[config.mk]
export PLATFORM = sky130hd
export DESIGN_NAME = hdmi_data_decoder
export DESIGN_NICKNAME = d
export VERILOG_FILES = /design/src/rtl/hdmi_data_decoder_pkg.sv /design/src/rtl/hdmi_data_decoder_bch.sv /design/src/rtl/hdmi_data_decoder.sv
export SDC_FILE = /design/constraint.sdc
export NUM_CORES = 1
export LEC_CHECK = 0
export ABC_AREA = 1
export CAP_MARGIN = 30
export CELL_PAD_IN_SITES_DETAIL_PLACEMENT = 0
export CELL_PAD_IN_SITES_GLOBAL_PLACEMENT = 1
export CORE_UTILIZATION = 35
export DETAILED_ROUTE_END_ITERATION = 12
export PLACE_DENSITY_LB_ADDON = 0.1
export SETUP_SLACK_MARGIN = 0.5
export SYNTH_ARGS = -nofsm -noshare
export SYNTH_HDL_FRONTEND = slang
export SYNTH_SLANG_ARGS = --single-unit
[constraint.sdc]
create_clock -name i_pixclk -period 6.3 [get_ports i_pixclk]
set_input_delay 1.26 -clock i_pixclk [delete_from_list [all_inputs] [get_ports i_pixclk]]
set_output_delay 1.26 -clock i_pixclk [all_outputs]
set_load 0.02 [all_outputs]
[src/rtl/hdmi_data_decoder_pkg.sv]
// Shared HDMI data-island constants and the BCH parity step used by encoder and decoder.
package hdmi_data_decoder_pkg;

  localparam int          HDMI_PKT_CLKS      = 32;
  localparam int          HDMI_HDR_BITS      = 24;
  localparam int          HDMI_SUB_BITS      = 56;
  localparam int          HDMI_PAR_BITS      = 8;
  localparam logic [7:0]  HDMI_BCH_POLY      = 8'hC1;
  localparam int          HDMI_PREAMBLE_CLKS = 8;
  localparam int          HDMI_GUARD_CLKS    = 2;

  typedef logic [HDMI_PAR_BITS-1:0] parity_t;

  // One received bit through the BCH(64,56)/(32,24) parity LFSR.
  function automatic parity_t bch_step(input parity_t state, input logic bit_in);
    return {state[HDMI_PAR_BITS-2:0], 1'b0} ^ ((state[HDMI_PAR_BITS-1] ^ bit_in) ? HDMI_BCH_POLY : '0);
  endfunction

endpackage

[src/rtl/hdmi_data_decoder_bch.sv]
// BCH parity checker: runs the LFSR over data bits, collects received parity, flags mismatch.
module hdmi_data_decoder_bch
  import hdmi_data_decoder_pkg::*;
#(
  parameter int BITS = 1
) (
  input  logic            i_pixclk,
  input  logic            i_rst_n,
  input  logic            i_start,
  input  logic            i_data_en,
  input  logic            i_par_en,
  input  logic [BITS-1:0] i_bits,
  output logic            o_mismatch
);

  parity_t r_state;
  parity_t r_par;
  parity_t w_state;
  parity_t w_par;

  // Bit 0 of i_bits is the first one transmitted, both for data and for parity pairs.
  always_comb begin
    w_state = i_start ? '0 : r_state;
    w_par   = r_par;
    for (int i = 0; i < BITS; i++) begin
      if (i_data_en) w_state = bch_step(w_state, i_bits[i]);
      if (i_par_en)  w_par   = {w_par[HDMI_PAR_BITS-2:0], i_bits[i]};
    end
  end

  assign o_mismatch = (w_par != w_state);

  always_ff @(posedge i_pixclk) begin
    if (!i_rst_n) begin
      r_state <= '0;
      r_par   <= '0;
    end else begin
      if (i_data_en) r_state <= w_state;
      if (i_par_en)  r_par   <= w_par;
    end
  end

endmodule

[src/rtl/hdmi_data_decoder.sv]
// HDMI data-island packet decoder: reassembles header/subpackets from TERC4 nibbles and checks BCH parity.
module hdmi_data_decoder
  import hdmi_data_decoder_pkg::*;
#(
  parameter int PKT_CLKS = HDMI_PKT_CLKS
) (
  input  logic                     i_pixclk,
  input  logic                     i_rst_n,
  input  logic                     i_data,
  input  logic [3:0]               i_d0,
  input  logic [3:0]               i_d1,
  input  logic [3:0]               i_d2,
  output logic                     o_valid,
  output logic [HDMI_HDR_BITS-1:0] o_header,
  output logic [HDMI_SUB_BITS-1:0] o_sub0,
  output logic [HDMI_SUB_BITS-1:0] o_sub1,
  output logic [HDMI_SUB_BITS-1:0] o_sub2,
  output logic [HDMI_SUB_BITS-1:0] o_sub3,
  output logic                     o_hdr_err,
  output logic [3:0]               o_sub_err,
  output logic                     o_frame_err,
  output logic                     o_trunc,
  output logic                     o_hsync,
  output logic                     o_vsync
);

  localparam int               POS_W    = $clog2(PKT_CLKS);
  localparam logic [POS_W-1:0] LAST_POS = POS_W'(PKT_CLKS - 1);
  localparam logic [POS_W-1:0] HDR_END  = POS_W'(HDMI_HDR_BITS);
  localparam logic [POS_W-1:0] SUB_END  = POS_W'(HDMI_SUB_BITS / 2);

  logic [POS_W-1:0]                r_pos;
  logic                            r_armed;
  logic                            r_first;
  logic                            r_frame_acc;
  logic [HDMI_HDR_BITS-1:0]        r_hdr;
  logic [3:0][HDMI_SUB_BITS-1:0]   r_sub;

  logic       w_active;
  logic       w_start;
  logic       w_last;
  logic       w_hdr_data;
  logic       w_hdr_par;
  logic       w_sub_data;
  logic       w_sub_par;
  logic       w_flag_bad;
  logic       w_frame_next;
  logic       w_hdr_mis;
  logic [3:0] w_sub_mis;

  // r_armed stays low after a reset until i_data is seen low, so a half-received island is ignored.
  assign w_active     = i_data & r_armed;
  assign w_start      = w_active & (r_pos == '0);
  assign w_last       = w_active & (r_pos == LAST_POS);
  assign w_hdr_data   = w_active & (r_pos < HDR_END);
  assign w_hdr_par    = w_active & (r_pos >= HDR_END);
  assign w_sub_data   = w_active & (r_pos < SUB_END);
  assign w_sub_par    = w_active & (r_pos >= SUB_END);
  assign w_flag_bad   = (w_start & r_first) ? i_d0[3] : ~i_d0[3];
  assign w_frame_next = (w_start ? 1'b0 : r_frame_acc) | w_flag_bad;

  hdmi_data_decoder_bch #(.BITS(1)) u_hdr_bch (
    .i_pixclk  (i_pixclk),
    .i_rst_n   (i_rst_n),
    .i_start   (w_start),
    .i_data_en (w_hdr_data),
    .i_par_en  (w_hdr_par),
    .i_bits    (i_d0[2]),
    .o_mismatch(w_hdr_mis)
  );

  for (genvar k = 0; k < 4; k++) begin : g_sub_bch
    hdmi_data_decoder_bch #(.BITS(2)) u_sub_bch (
      .i_pixclk  (i_pixclk),
      .i_rst_n   (i_rst_n),
      .i_start   (w_start),
      .i_data_en (w_sub_data),
      .i_par_en  (w_sub_par),
      .i_bits    ({i_d2[k], i_d1[k]}),
      .o_mismatch(w_sub_mis[k])
    );
  end

  always_ff @(posedge i_pixclk) begin
    if (!i_rst_n) begin
      r_pos       <= '0;
      r_armed     <= 1'b0;
      r_first     <= 1'b1;
      r_frame_acc <= 1'b0;
      r_hdr       <= '0;
      r_sub       <= '0;
      o_valid     <= 1'b0;
      o_header    <= '0;
      o_sub0      <= '0;
      o_sub1      <= '0;
      o_sub2      <= '0;
      o_sub3      <= '0;
      o_hdr_err   <= 1'b0;
      o_sub_err   <= '0;
      o_frame_err <= 1'b0;
      o_trunc     <= 1'b0;
      o_hsync     <= 1'b0;
      o_vsync     <= 1'b0;
    end else begin
      o_valid <= 1'b0;
      o_trunc <= 1'b0;
      if (i_data) begin
        o_hsync <= i_d0[0];
        o_vsync <= i_d0[1];
      end
      if (!i_data) begin
        r_armed <= 1'b1;
        r_first <= 1'b1;
        r_pos   <= '0;
        if (r_pos != '0) o_trunc <= 1'b1;
      end else if (r_armed) begin
        r_pos       <= w_last ? '0 : r_pos + 1'b1;
        r_frame_acc <= w_frame_next;
        if (w_hdr_data) r_hdr <= {i_d0[2], r_hdr[HDMI_HDR_BITS-1:1]};
        for (int k = 0; k < 4; k++) begin
          if (w_sub_data) r_sub[k] <= {i_d2[k], i_d1[k], r_sub[k][HDMI_SUB_BITS-1:2]};
        end
        // Final nibble: publish the packet together with parity verdicts that include it.
        if (w_last) begin
          o_valid     <= 1'b1;
          o_header    <= r_hdr;
          o_sub0      <= r_sub[0];
          o_sub1      <= r_sub[1];
          o_sub2      <= r_sub[2];
          o_sub3      <= r_sub[3];
          o_hdr_err   <= w_hdr_mis;
          o_sub_err   <= w_sub_mis;
          o_frame_err <= w_frame_next;
          r_first     <= 1'b0;
        end
      end
    end
  end

endmodule

Word level (Yosys, flattened, before mapping)
Index checks and enable logic that the tools add are counted.
{"block": "word_totals", "output_inout_bits": 258, "ramBits": 0, "mem_count": 0, "latchBits": 0, "in_bits": 15, "register_bits": 594, "romBits": 0}
{"block": "op_classes", "eq_ne": 6, "order_cmp": 4, "div_mod_pow": 0, "n_bitwise": 29, "mux": 37, "mul": 0, "reduce_logical": 10, "add_sub_neg": 1, "shifts": 0}
{"operator": "8-bit two-way mux", "count": 32}
{"operator": "8-bit XOR", "count": 9}
{"operator": "8-bit != test", "count": 5}
{"operator": "3-bit AND reduction", "count": 4}
{"operator": "5-bit greater-or-equal comparator, second input constant", "count": 2}
{"operator": "5-bit < comparator, second input constant", "count": 2}
{"operator": "1-bit XOR", "count": 9}
{"operator": "1-bit bitwise AND", "count": 8}
{"operator": "2-bit AND reduction", "count": 3}
{"operator": "5-bit by 1-bit adder with 5-bit output, second input constant", "count": 1}
{"operator": "5-bit equality test, second input constant", "count": 1}
{"operator": "5-bit logical NOT", "count": 1}
{"operator": "5-bit two-way mux", "count": 1}
{"operator": "5-bit nonzero test", "count": 1}
{"operator": "1-bit two-way mux", "count": 4}
{"operator": "1-bit NOT", "count": 2}
{"operator": "2-bit OR reduction", "count": 1}
{"operator": "1-bit OR", "count": 1}

Longest topological paths before layout
Gate-level depths: netlist (run 1).
{"block": "depth", "word_depth": 12, "depth_mapped": 21}

Cells and area by module
Synthesis (run 1) repeated with hierarchy kept, for this count alone.
{"block": "unflattened", "cells_unflattened": 2982, "area_unflattened_um2": 22614.2}
{"module": "hdmi_data_decoder", "seq_area_each_um2": 10289.9, "instances": 1, "cells_per_inst": 2255, "area_per_inst_um2": 17813.3}
{"module": "hdmi_data_decoder_bch (g_sub_bch[0].u_sub_bch ...)", "seq_area_each_um2": 320.3, "instances": 4, "cells_per_inst": 145, "area_per_inst_um2": 978.4}
{"module": "hdmi_data_decoder_bch (u_hdr_bch)", "seq_area_each_um2": 320.3, "instances": 1, "cells_per_inst": 147, "area_per_inst_um2": 887.1}

Worst setup path after synthesis (run 1)
No wires, ideal clock.
{"block": "synth_timing", "path_kind": "input-to-reg", "from": "in i_data", "to": "reg o_sub_err[0]", "slack_ns": 3.522, "n_path_buf": 1, "t_arrival_ns": 2.661, "stages": 14, "required_ns": 6.183, "cell_sequence": "nand2_4 > clkinv_4 > nand3_4 > buf_6 > inv_1 > o21ai_0 > o21ai_0 > xor2_1 > nor3_1 > nand2_1 > nor2_1 > nand3_1 > nor2_1 > nor2_1"}
{"block": "synth_via", "elab_chain_cells": 12, "elab_cells_between_ends": 18, "classes_between": "1 x eq/ne; 7 x mux; 9 x bitwise; 1 x reduce/logical"}
{"item": "start: declaration", "line": "hdmi_data_decoder.sv:9", "source": "input logic i_data,"}
{"item": "1-bit bitwise AND", "line": "hdmi_data_decoder.sv:52", "source": "assign w_active = i_data & r_armed;"}
{"item": "1-bit bitwise AND", "line": "hdmi_data_decoder.sv:53", "source": "assign w_start = w_active & (r_pos == '0);"}
{"item": "8-bit two-way mux", "line": "hdmi_data_decoder_bch.sv:23", "source": "w_state = i_start ? '0 : r_state;"}
{"item": "1-bit XOR", "line": "hdmi_data_decoder_pkg.sv:16", "source": "return {state[HDMI_PAR_BITS-2:0], 1'b0} ^ ((state[HDMI_PAR_BITS-1] ^ bit_in) ? HDMI_BCH_POLY : '0);"}
{"item": "8-bit two-way mux", "line": "hdmi_data_decoder_pkg.sv:16"}
{"item": "8-bit XOR", "line": "hdmi_data_decoder_pkg.sv:16"}
{"item": "8-bit two-way mux", "line": "hdmi_data_decoder_bch.sv:26", "source": "if (i_data_en) w_state = bch_step(w_state, i_bits[i]);"}
{"item": "1-bit XOR", "line": "hdmi_data_decoder_pkg.sv:16"}
{"item": "8-bit two-way mux", "line": "hdmi_data_decoder_pkg.sv:16"}
{"item": "8-bit XOR", "line": "hdmi_data_decoder_pkg.sv:16"}
{"item": "8-bit two-way mux", "line": "hdmi_data_decoder_bch.sv:26"}
{"item": "8-bit != test", "line": "hdmi_data_decoder_bch.sv:31", "source": "assign o_mismatch = (w_par != w_state);"}
{"item": "end signal: assignment", "line": "hdmi_data_decoder.sv:132", "source": "o_sub_err <= w_sub_mis;"}
{"item": "end: declaration", "line": "hdmi_data_decoder.sv:20", "source": "output logic [3:0] o_sub_err,"}
Several ways; a longest one is shown, not always the timed one.
A chain may end at the register's enable or synchronous reset.

Final worst setup path (run 1)
{"block": "layout_timing", "from": "in i_data", "to": "reg o_sub_err[2]"}
The elaborated chain is that of the path after synthesis.

==> results.md, run 1 <==
- Number of failing setup endpoints in the final timing report: 0
- Met3 layer usage reported by global route: 0.0376
- Pin count of the biggest net entering global routing: 207
- Area growth from synthesis to layout: 24.2%
- Post-CTS setup-driven buffer insertion count: 0
- Clock network latency to the later pin of the worst-skew pair: 0.60 ns
- Post-synthesis cell area: 21700 sq um
- Starting DRC count in detailed routing: 1150
- Number of maximum-capacitance constraint violations: 0
- Drc violations: 0
- Avg Synthesized Cell Area: 7.58 sq um
- Number of enable-type register cells in the synthesized netlist: 0
- Number of buffers added to fix hold violations after cts: 0
- Total number of yosys warnings: 0
- Start point of the critical path: i_data
- Met2 global-route usage: 0.300
- Busiest grt layer: met2
- Leakage component of the power: 0.00998 uW
- CP dominant cell by count: sky130_fd_sc_hd__nor2_1
- Setup total negative slack: 0 ns
- Count of distinct cell types in the synthesized netlist: 37
- Largest voltage drop on the vdd net: 174 uV
- Critical path depth in cells: 14
- Post-synth top flop: sky130_fd_sc_hd__dfxtp_1
- Worst-path cell chain: clkdlybuf4s50_1 -> nand2_4 -> clkinv_4 -> nand2_8 -> inv_8 -> o21ai_0 -> o21ai_0 -> xor2_1 -> nor3_1 -> nand2_1 -> nor2_1 -> nand3_1 -> nor2_1 -> nor2_1
- Setup slack, reg-to-reg: 3.20 ns
- Finished Core Util: 0.442
- Areal power density over the cells: 303 nW/um^2
- Number of antenna violations at the first check in global routing: 0
- Register-to-Register Path Depth: 13
- Crit path max fanout: 126
- Worst-case headroom to the max-slew limit: 0.343
- Total congestion overflow: 0
- RSZ-0062 raised after global routing: no
- Fin crit period: 3.84 ns
- GR met1 Demand/Resource: 0.248
- Routability-driven placement congestion ratio: 0.794
- Cell family with most CP delay: buffers and inverters
- Hold Vio Cnt, Final: 0
- Fraction of the cycle the final worst path needs: 0.609
- Data required time at the worst endpoint: 6.78 ns
- Status: completed
- Routed wire length: 58800 microns
- Non-filler instance count after layout: 3843
- Number of gates given a new drive strength after cts: 0
- Sinks on Clock Net: 594
- Clock Skews: 0.0169 ns
- Syn nets: 2875
- Cts bufs inserted: 66
- Clock input transition at the sequential cells of the worst setup and hold paths: 0.06 ns
- Register area share after synthesis: 0.549
- Chip Width: 251 microns
- Overall fraction of global-route tracks in use: 0.185
- Setup crit end kind: flip-flop
- Nature of the critical path startpoint: input port
- End of the worst register-to-register path: o_sub_err[2]$_SDFFE_PN0P_
- Die ar.: 62900 sq um
- Row cnt: 90
- Largest stage delay on the critical path: 0.69 ns
- CP max-delay cell: sky130_fd_sc_hd__inv_8
- Final number of max-transition violations: 0
- Total iterations of the first detailed-routing run: 8
- Total number of nets in the final design: 3034
- Sum of buffers and inverters on the critical path: 3
- Crit path to: o_sub_err[2]$_SDFFE_PN0P_
- Minimum hold slack: 0.446 ns
- Detailed-placement wirelength estimate: 35200 microns
- H-tree depth: 3
- Wire length of the first global-routing pass: 94600 microns
- CP arrival: 4.31 ns
- Vias in the first global route: 17800
- Worst min-delay path startpoint: r_first$_SDFFE_PN1P_
- Number of instances in the placed design: 3728
- Starting utilization of the core area: 0.356
- Count of filler cells inserted in the layout: 6180
- Post-route design area: 26900 sq um
- Number of antenna-violating nets in the routed design: 0
- Cell chosen for the clock root: sky130_fd_sc_hd__clkbuf_16
- Critical setup path kind: in2reg
- Path class of the lowest-slack min-delay path: reg2reg
- Routed vias/inst: 4.80
- Clock tree buffer depth: 3
- Transition time at the pin with the least slew margin: 0.986 ns
- Number of placed I/O pins: 273
- Height of the chip: 251 microns
- CTS tree: yes
- Max Fclk: 261 MHz
- Placeable Area: 60800 sq um
- Count of vias placed by the detailed router: 18500
- Share of flip-flops with an asynchronous set or reset: 0
- Wire per inst: 15.3 microns
- Share of layout cells above drive strength 1: 0.0490
- Launch instance of the worst register-to-register path: r_armed$_SDFFE_PN0N_
- Synth Instances: 2857
- Post-Place Cell Area: 24700 sq um
- Number of synthesized register bits: 594
- Number of I/O port buffers: 272
==> Yosys cell counts (9+ instances only) <==
library cell	number	area [sq um]
sky130_fd_sc_hd__xor2_1	23	201
sky130_fd_sc_hd__mux2i_1	9	90.1
sky130_fd_sc_hd__nand2_1	663	2490
sky130_fd_sc_hd__or2_2	14	87.6
sky130_fd_sc_hd__nor2_1	581	2180
sky130_fd_sc_hd__buf_2	29	145
sky130_fd_sc_hd__o21ai_0	315	1580
sky130_fd_sc_hd__inv_1	78	293
sky130_fd_sc_hd__nand3_1	68	340
sky130_fd_sc_hd__dfxtp_1	594	11900
sky130_fd_sc_hd__clkbuf_1	148	556
sky130_fd_sc_hd__a21oi_1	275	1380
==> flip-flops by register name, indices dropped and copies added, names as in the netlist, 24 cells and up <==
name and flops:
g_sub_bch.u_sub_bch.r_par 32, o_sub0 56, g_sub_bch.u_sub_bch.r_state 32, o_header 24, r_sub 224, o_sub1 56
o_sub3 56, o_sub2 56, r_hdr 24
==> layout make-up <==
class	instances	area, sq um	share of cell area
antenna	1	2.50	0.0000930
clock buffer	92	1930	0.0719
clock inverter	20	183	0.00679
inverter	83	339	0.0126
multi-input combinational	1987	8670	0.322
sequential	594	11900	0.442
tap	782	978	0.0364
timing repair buffer	284	2900	0.108
==> routing by layer <==
layer	up-vias	share of wire
li1	9453	-
met1	8583	0.48
met2	330	0.45
met3	85	0.046
met4	0	0.022
met5	-	0
==> layout by cell type, fill, tap and decap left out, drive strengths merged, types with 13 or more instances in the layout <==
| cell | count |
|---|---|
| clkbuf | 92 |
| xor2 | 24 |
| nand3 | 70 |
| clkdlybuf4s50 | 271 |
| dfxtp | 594 |
| o21ai | 318 |
| a21oi | 275 |
| clkinv | 16 |
| inv | 84 |
| nor2 | 584 |
| or2 | 15 |
| nand2 | 672 |
| buf | 13 |
==> metrics by stage <==
| step | setup WS, ns | power [uW] |
|---|---|---|
| floorplan | 3.52 | 4350 |
| global placement | 1.80 | 4460 |
| detailed placement | 1.72 | 4470 |
| CTS | 2.35 | 8280 |
| global route | 2.12 | 8510 |
| finish | 2.46 | 8160 |
==> report_power, final <==
| group | switching, uW | total, uW | leakage [uW] | internal [uW] |
|---|---|---|---|---|
| combinational | 291 | 432 | 0.00409 | 140 |
| clock | 1520 | 3770 | 0.00106 | 2260 |
| sequential | 80.2 | 3950 | 0.00483 | 3870 |
==> logic make-up after synthesis <==
kind of cell,count (synthesis),synth area share
AOI/OAI and AO/OA,599,0.139
xor gates and xnor gates,27,0.0113
adders and majority gates,3,0.00173
buffers and inverters,276,0.0520
DFF,594,0.549
muxes,9,0.00416
and+or+nand+nor,1349,0.243
==> worst min-delay path by stage <==
stage                                   end  slack [ns]  cells after the start
floorplan              r_first$_SDFFE_PN1P_        0.42                      2
global placement       r_first$_SDFFE_PN1P_        0.43                      2
detailed placement     r_first$_SDFFE_PN1P_        0.43                      2
CTS                    r_first$_SDFFE_PN1P_        0.45                      2
global route        o_sub2[21]$_SDFFE_PN0P_        0.48                      2
finish                 r_first$_SDFFE_PN1P_        0.45                      2
==> worst reg2reg max path, cell delays in order, from the launching register on <==
cell	delay (ns)
sky130_fd_sc_hd__dfxtp_1	0.49
sky130_fd_sc_hd__nand2_4	0.12
sky130_fd_sc_hd__clkinv_4	0.11
sky130_fd_sc_hd__nand2_8	0.40
sky130_fd_sc_hd__inv_8	0.73
sky130_fd_sc_hd__o21ai_0	0.24
sky130_fd_sc_hd__o21ai_0	0.18
sky130_fd_sc_hd__xor2_1	0.11
sky130_fd_sc_hd__nor3_1	0.20
sky130_fd_sc_hd__nand2_1	0.07
sky130_fd_sc_hd__nor2_1	0.10
sky130_fd_sc_hd__nand3_1	0.09
sky130_fd_sc_hd__nor2_1	0.10
sky130_fd_sc_hd__nor2_1	0.04
(Power assumes the default switching activity.)
==> run 2, diff against run 1 <==
==> constraint.sdc (replaced) <==
create_clock -name i_pixclk -period 3.4 [get_ports i_pixclk]
set_input_delay 0.68 -clock i_pixclk [delete_from_list [all_inputs] [get_ports i_pixclk]]
set_output_delay 0.68 -clock i_pixclk [all_outputs]
set_load 0.02 [all_outputs]
==> results.md, run 2 (synthesized netlist as in run 1, its figures left out) <==
- Post-route design area: 27300 sq um (was 26900 sq um)
- Number of maximum-capacitance constraint violations: 0 (unchanged)
- Setup total negative slack: 0 ns (unchanged)
- Area of all sequential standard cells: 11900 sq um (unchanged)
- Crit path to: o_sub_err[3]$_SDFFE_PN0P_ (was o_sub_err[2]$_SDFFE_PN0P_)
- Worst-case headroom to the max-slew limit: 0.340 (was 0.343)
- Placeable Area: 60800 sq um (unchanged)
- Number of failing setup endpoints in the final timing report: 0 (unchanged)
- Most common cell after layout, fill and taps aside: sky130_fd_sc_hd__nand2_1 (unchanged)
- Number of buffers added to fix hold violations after cts: 0 (unchanged)
- Cts bufs inserted: 68 (was 66)
- Data required time at the worst endpoint: 3.88 ns (was 6.78 ns)
- Cell family with most CP delay: simple AND/OR/NAND/NOR gates (was buffers and inverters)
- Areal power density over the cells: 569 nW/um^2 (was 303 nW/um^2)
- Wire per inst: 15.5 microns (was 15.3 microns)
- Sum of buffers and inverters on the critical path: 4 (was 3)
- Nature of the critical path startpoint: flip-flop (was input port)
- Path class of the lowest-slack min-delay path: reg2reg (unchanged)
- Worst slack at placement: 0.142 ns (was 1.72 ns)
- Register-to-Register Path Depth: 22 (was 13)
- Area of combinational cells with multiple inputs: 8670 sq um (unchanged)
- RSZ-0062 raised after global routing: no (unchanged)
- Share of layout cells above drive strength 1: 0.0575 (was 0.0490)
- Pwr Total: 15500 uW (was 8160 uW)
- Launch instance of the worst register-to-register path: r_pos[0]$_SDFFE_PN0P_ (was r_armed$_SDFFE_PN0N_)
- Clock input transition at the sequential cells of the worst setup and hold paths: 0.06 ns (about the same)
- Number of antenna-violating nets in the routed design: 0 (unchanged)
- Drc violations: 0 (unchanged)
- Largest voltage drop on the vdd net: 313 uV (was 174 uV)
- Worst-path cell chain: inv_1 -> ha_1 -> inv_1 -> nor2_1 -> nand3_4 -> buf_4 -> nand2_1 -> inv_1 -> nand3_1 -> nand2_1 -> nand2_1 -> nand2_1 -> nand2_1 -> nand2_1 -> nand2_1 -> nand2_1 -> nand2_1 -> nand2_1 -> nor2_1 -> nand3_1 -> nor2_1 -> nor2_1 (was clkdlybuf4s50_1 -> nand2_4 -> clkinv_4 -> nand2_8 -> inv_8 -> o21ai_0 -> o21ai_0 -> xor2_1 -> nor3_1 -> nand2_1 -> nor2_1 -> nand3_1 -> nor2_1 -> nor2_1)
- Count of vias placed by the detailed router: 18700 (was 18500)
- Overall fraction of global-route tracks in use: 0.187 (was 0.185)
- Number of antenna violations at the first check in global routing: 0 (unchanged)
- Start point of the critical path: r_pos[0]$_SDFFE_PN0P_ (was i_data)
- Cell depth of the worst min-delay path: 2 (unchanged)
- Number of I/O port buffers: 272 (unchanged)
- Cell chosen for the clock root: sky130_fd_sc_hd__clkbuf_16 (unchanged)
- Routed wire length: 59900 microns (was 58800 microns)
- Fraction of the cycle the final worst path needs: 0.766
- Crit path max fanout: 11 (was 126)
- Wire length of the first global-routing pass: 95400 microns (was 94600 microns)
- Critical setup path kind: reg2reg (was in2reg)
- Total number of nets in the final design: 3058 (was 3034)
- Transition time at the pin with the least slew margin: 0.990 ns (was 0.986 ns)
- Hold Vio Cnt, Final: 0 (unchanged)
- Area growth from synthesis to layout: 25.9% (was 24.2%)
- Chip Width: 251 microns (unchanged)
- Clock network latency to the later pin of the worst-skew pair: 0.59 ns (was 0.60 ns)
- Number of placed I/O pins: 273 (unchanged)
- Die ar.: 62900 sq um (unchanged)
- Row cnt: 90 (unchanged)
- Register bank with the most flops: r_sub (unchanged)
- Height of the chip: 251 microns (unchanged)
- Clock tree buffer depth: 3 (unchanged)
- Routability-driven placement congestion ratio: 0.783 (was 0.794)
- Antenna diode count: 0 (was 1)
- H-tree depth: 3 (unchanged)
- Status: completed (unchanged)
- Final number of max-transition violations: 0 (unchanged)
- Starting utilization of the core area: 0.356 (unchanged)
- Number of flip-flops in the largest register: 224 (unchanged)
- Most used cells in the layout excluding fill and tap cells: 662 x sky130_fd_sc_hd__nand2_1, 594 x sky130_fd_sc_hd__dfxtp_1, 581 x sky130_fd_sc_hd__nor2_1, 315 x sky130_fd_sc_hd__o21ai_0, 275 x sky130_fd_sc_hd__a21oi_1 (unchanged)
- Count of filler cells inserted in the layout: 6126 (was 6180)
- Setup crit end kind: flip-flop (unchanged)
- Final worst-path setup slack: 0.796 ns (was 2.46 ns)
- Minimum hold slack: 0.451 ns (was 0.446 ns)
- Post-Place Cell Area: 24900 sq um (was 24700 sq um)
- Starting DRC count in detailed routing: 1126 (was 1150)
- Setup slack, reg-to-reg: 0.80 ns (was 3.20 ns)
- Largest stage delay on the critical path: 0.33 ns (was 0.69 ns)
- Critical path depth in cells: 22 (was 14)
- Max Fclk: 384 MHz
- Fin crit period: 2.60 ns
- Total congestion overflow: 0 (unchanged)
- Clock Skews: 0.0108 ns (was 0.0169 ns)
- CP arrival: 3.08 ns (was 4.31 ns)
- Total iterations of the first detailed-routing run: 5 (was 8)
- Pin count of the biggest net entering global routing: 175 (was 207)
- Leakage component of the power: 0.0102 uW (was 0.00998 uW)
- CP dominant cell by count: sky130_fd_sc_hd__nand2_1 (was sky130_fd_sc_hd__nor2_1)
- End of the worst register-to-register path: o_sub_err[3]$_SDFFE_PN0P_ (was o_sub_err[2]$_SDFFE_PN0P_)
- Routed vias/inst: 4.82 (was 4.80)
- Detailed-placement wirelength estimate: 36200 microns (was 35200 microns)
- CTS tree: yes (unchanged)
- Vias in the first global route: 17500 (was 17800)
- Sinks on Clock Net: 594 (unchanged)
- CP max-delay cell: sky130_fd_sc_hd__dfxtp_1 (was sky130_fd_sc_hd__inv_8)
[run 2: changes by cell type in the layout (fill, tap and decap cells not counted), sizes merged]
cell    before  now
clkinv      16   11
buf         13   35
diode        1    0
clkbuf      92  111
bufinv       3    2
[run 2: final cells by class]
class,count,share of cell area
Clock inverter,14,0.00551
Inverter,83,0.0124
Tap cell,782,0.0359
Clock buffer,111,0.0787
Sequential cell,594,0.436
Multi-Input combinational cell,1987,0.318
Timing Repair Buffer,306,0.114
[run 2: power breakdown]
group / switching [uW] / internal (uW) / total, uW
registers: 149 / 7180 / 7330
logic: 548 / 273 / 821
clock network: 2900 / 4480 / 7380
[run 2: worst min-delay path, delay by kind of cell, from the launching register on]
kind | cells | cell delay (ns)
flops | 1 | 0.32
simple gates | 2 | 0.10
[run 2: repair_timing]
action                     in CTS  in global routing
buffers inserted                0                  3
setup endpoints to repair       0                  3
gates resized for setup         0                  1
[run 2: how the worst min path moves through the flow]
| stage | start | end | slack (ns) |
|---|---|---|---|
| global placement | r_first$_SDFFE_PN1P_ | r_first$_SDFFE_PN1P_ | 0.43 |
| detailed placement | r_first$_SDFFE_PN1P_ | r_first$_SDFFE_PN1P_ | 0.44 |
| floorplan | r_first$_SDFFE_PN1P_ | r_first$_SDFFE_PN1P_ | 0.42 |
| finish | r_first$_SDFFE_PN1P_ | r_first$_SDFFE_PN1P_ | 0.45 |
| global route | r_sub[113]$_SDFFE_PN0P_ | o_sub2[1]$_SDFFE_PN0P_ | 0.47 |
| CTS | r_first$_SDFFE_PN1P_ | r_first$_SDFFE_PN1P_ | 0.45 |
[run 2: per-stage QoR]
| stage | utilization | std cells |
|---|---|---|
| 6_report | 0.448 | 3877 |
| 3_5_place_dp | 0.410 | 3749 |
| 5_1_grt | 0.448 | 3877 |
| 2_1_floorplan | - | 2857 |
| 4_1_cts | 0.448 | 3874 |
| 3_3_place_gp | 0.410 | 3749 |
[run 2: per-layer routing]
metal  up-vias  part of all wire  track usage
met5         -                 0            0
met4         0             0.020       0.0587
met3        79             0.048       0.0357
met2       365              0.44        0.294
met1      8737              0.49        0.257
li1       9520                 -            -
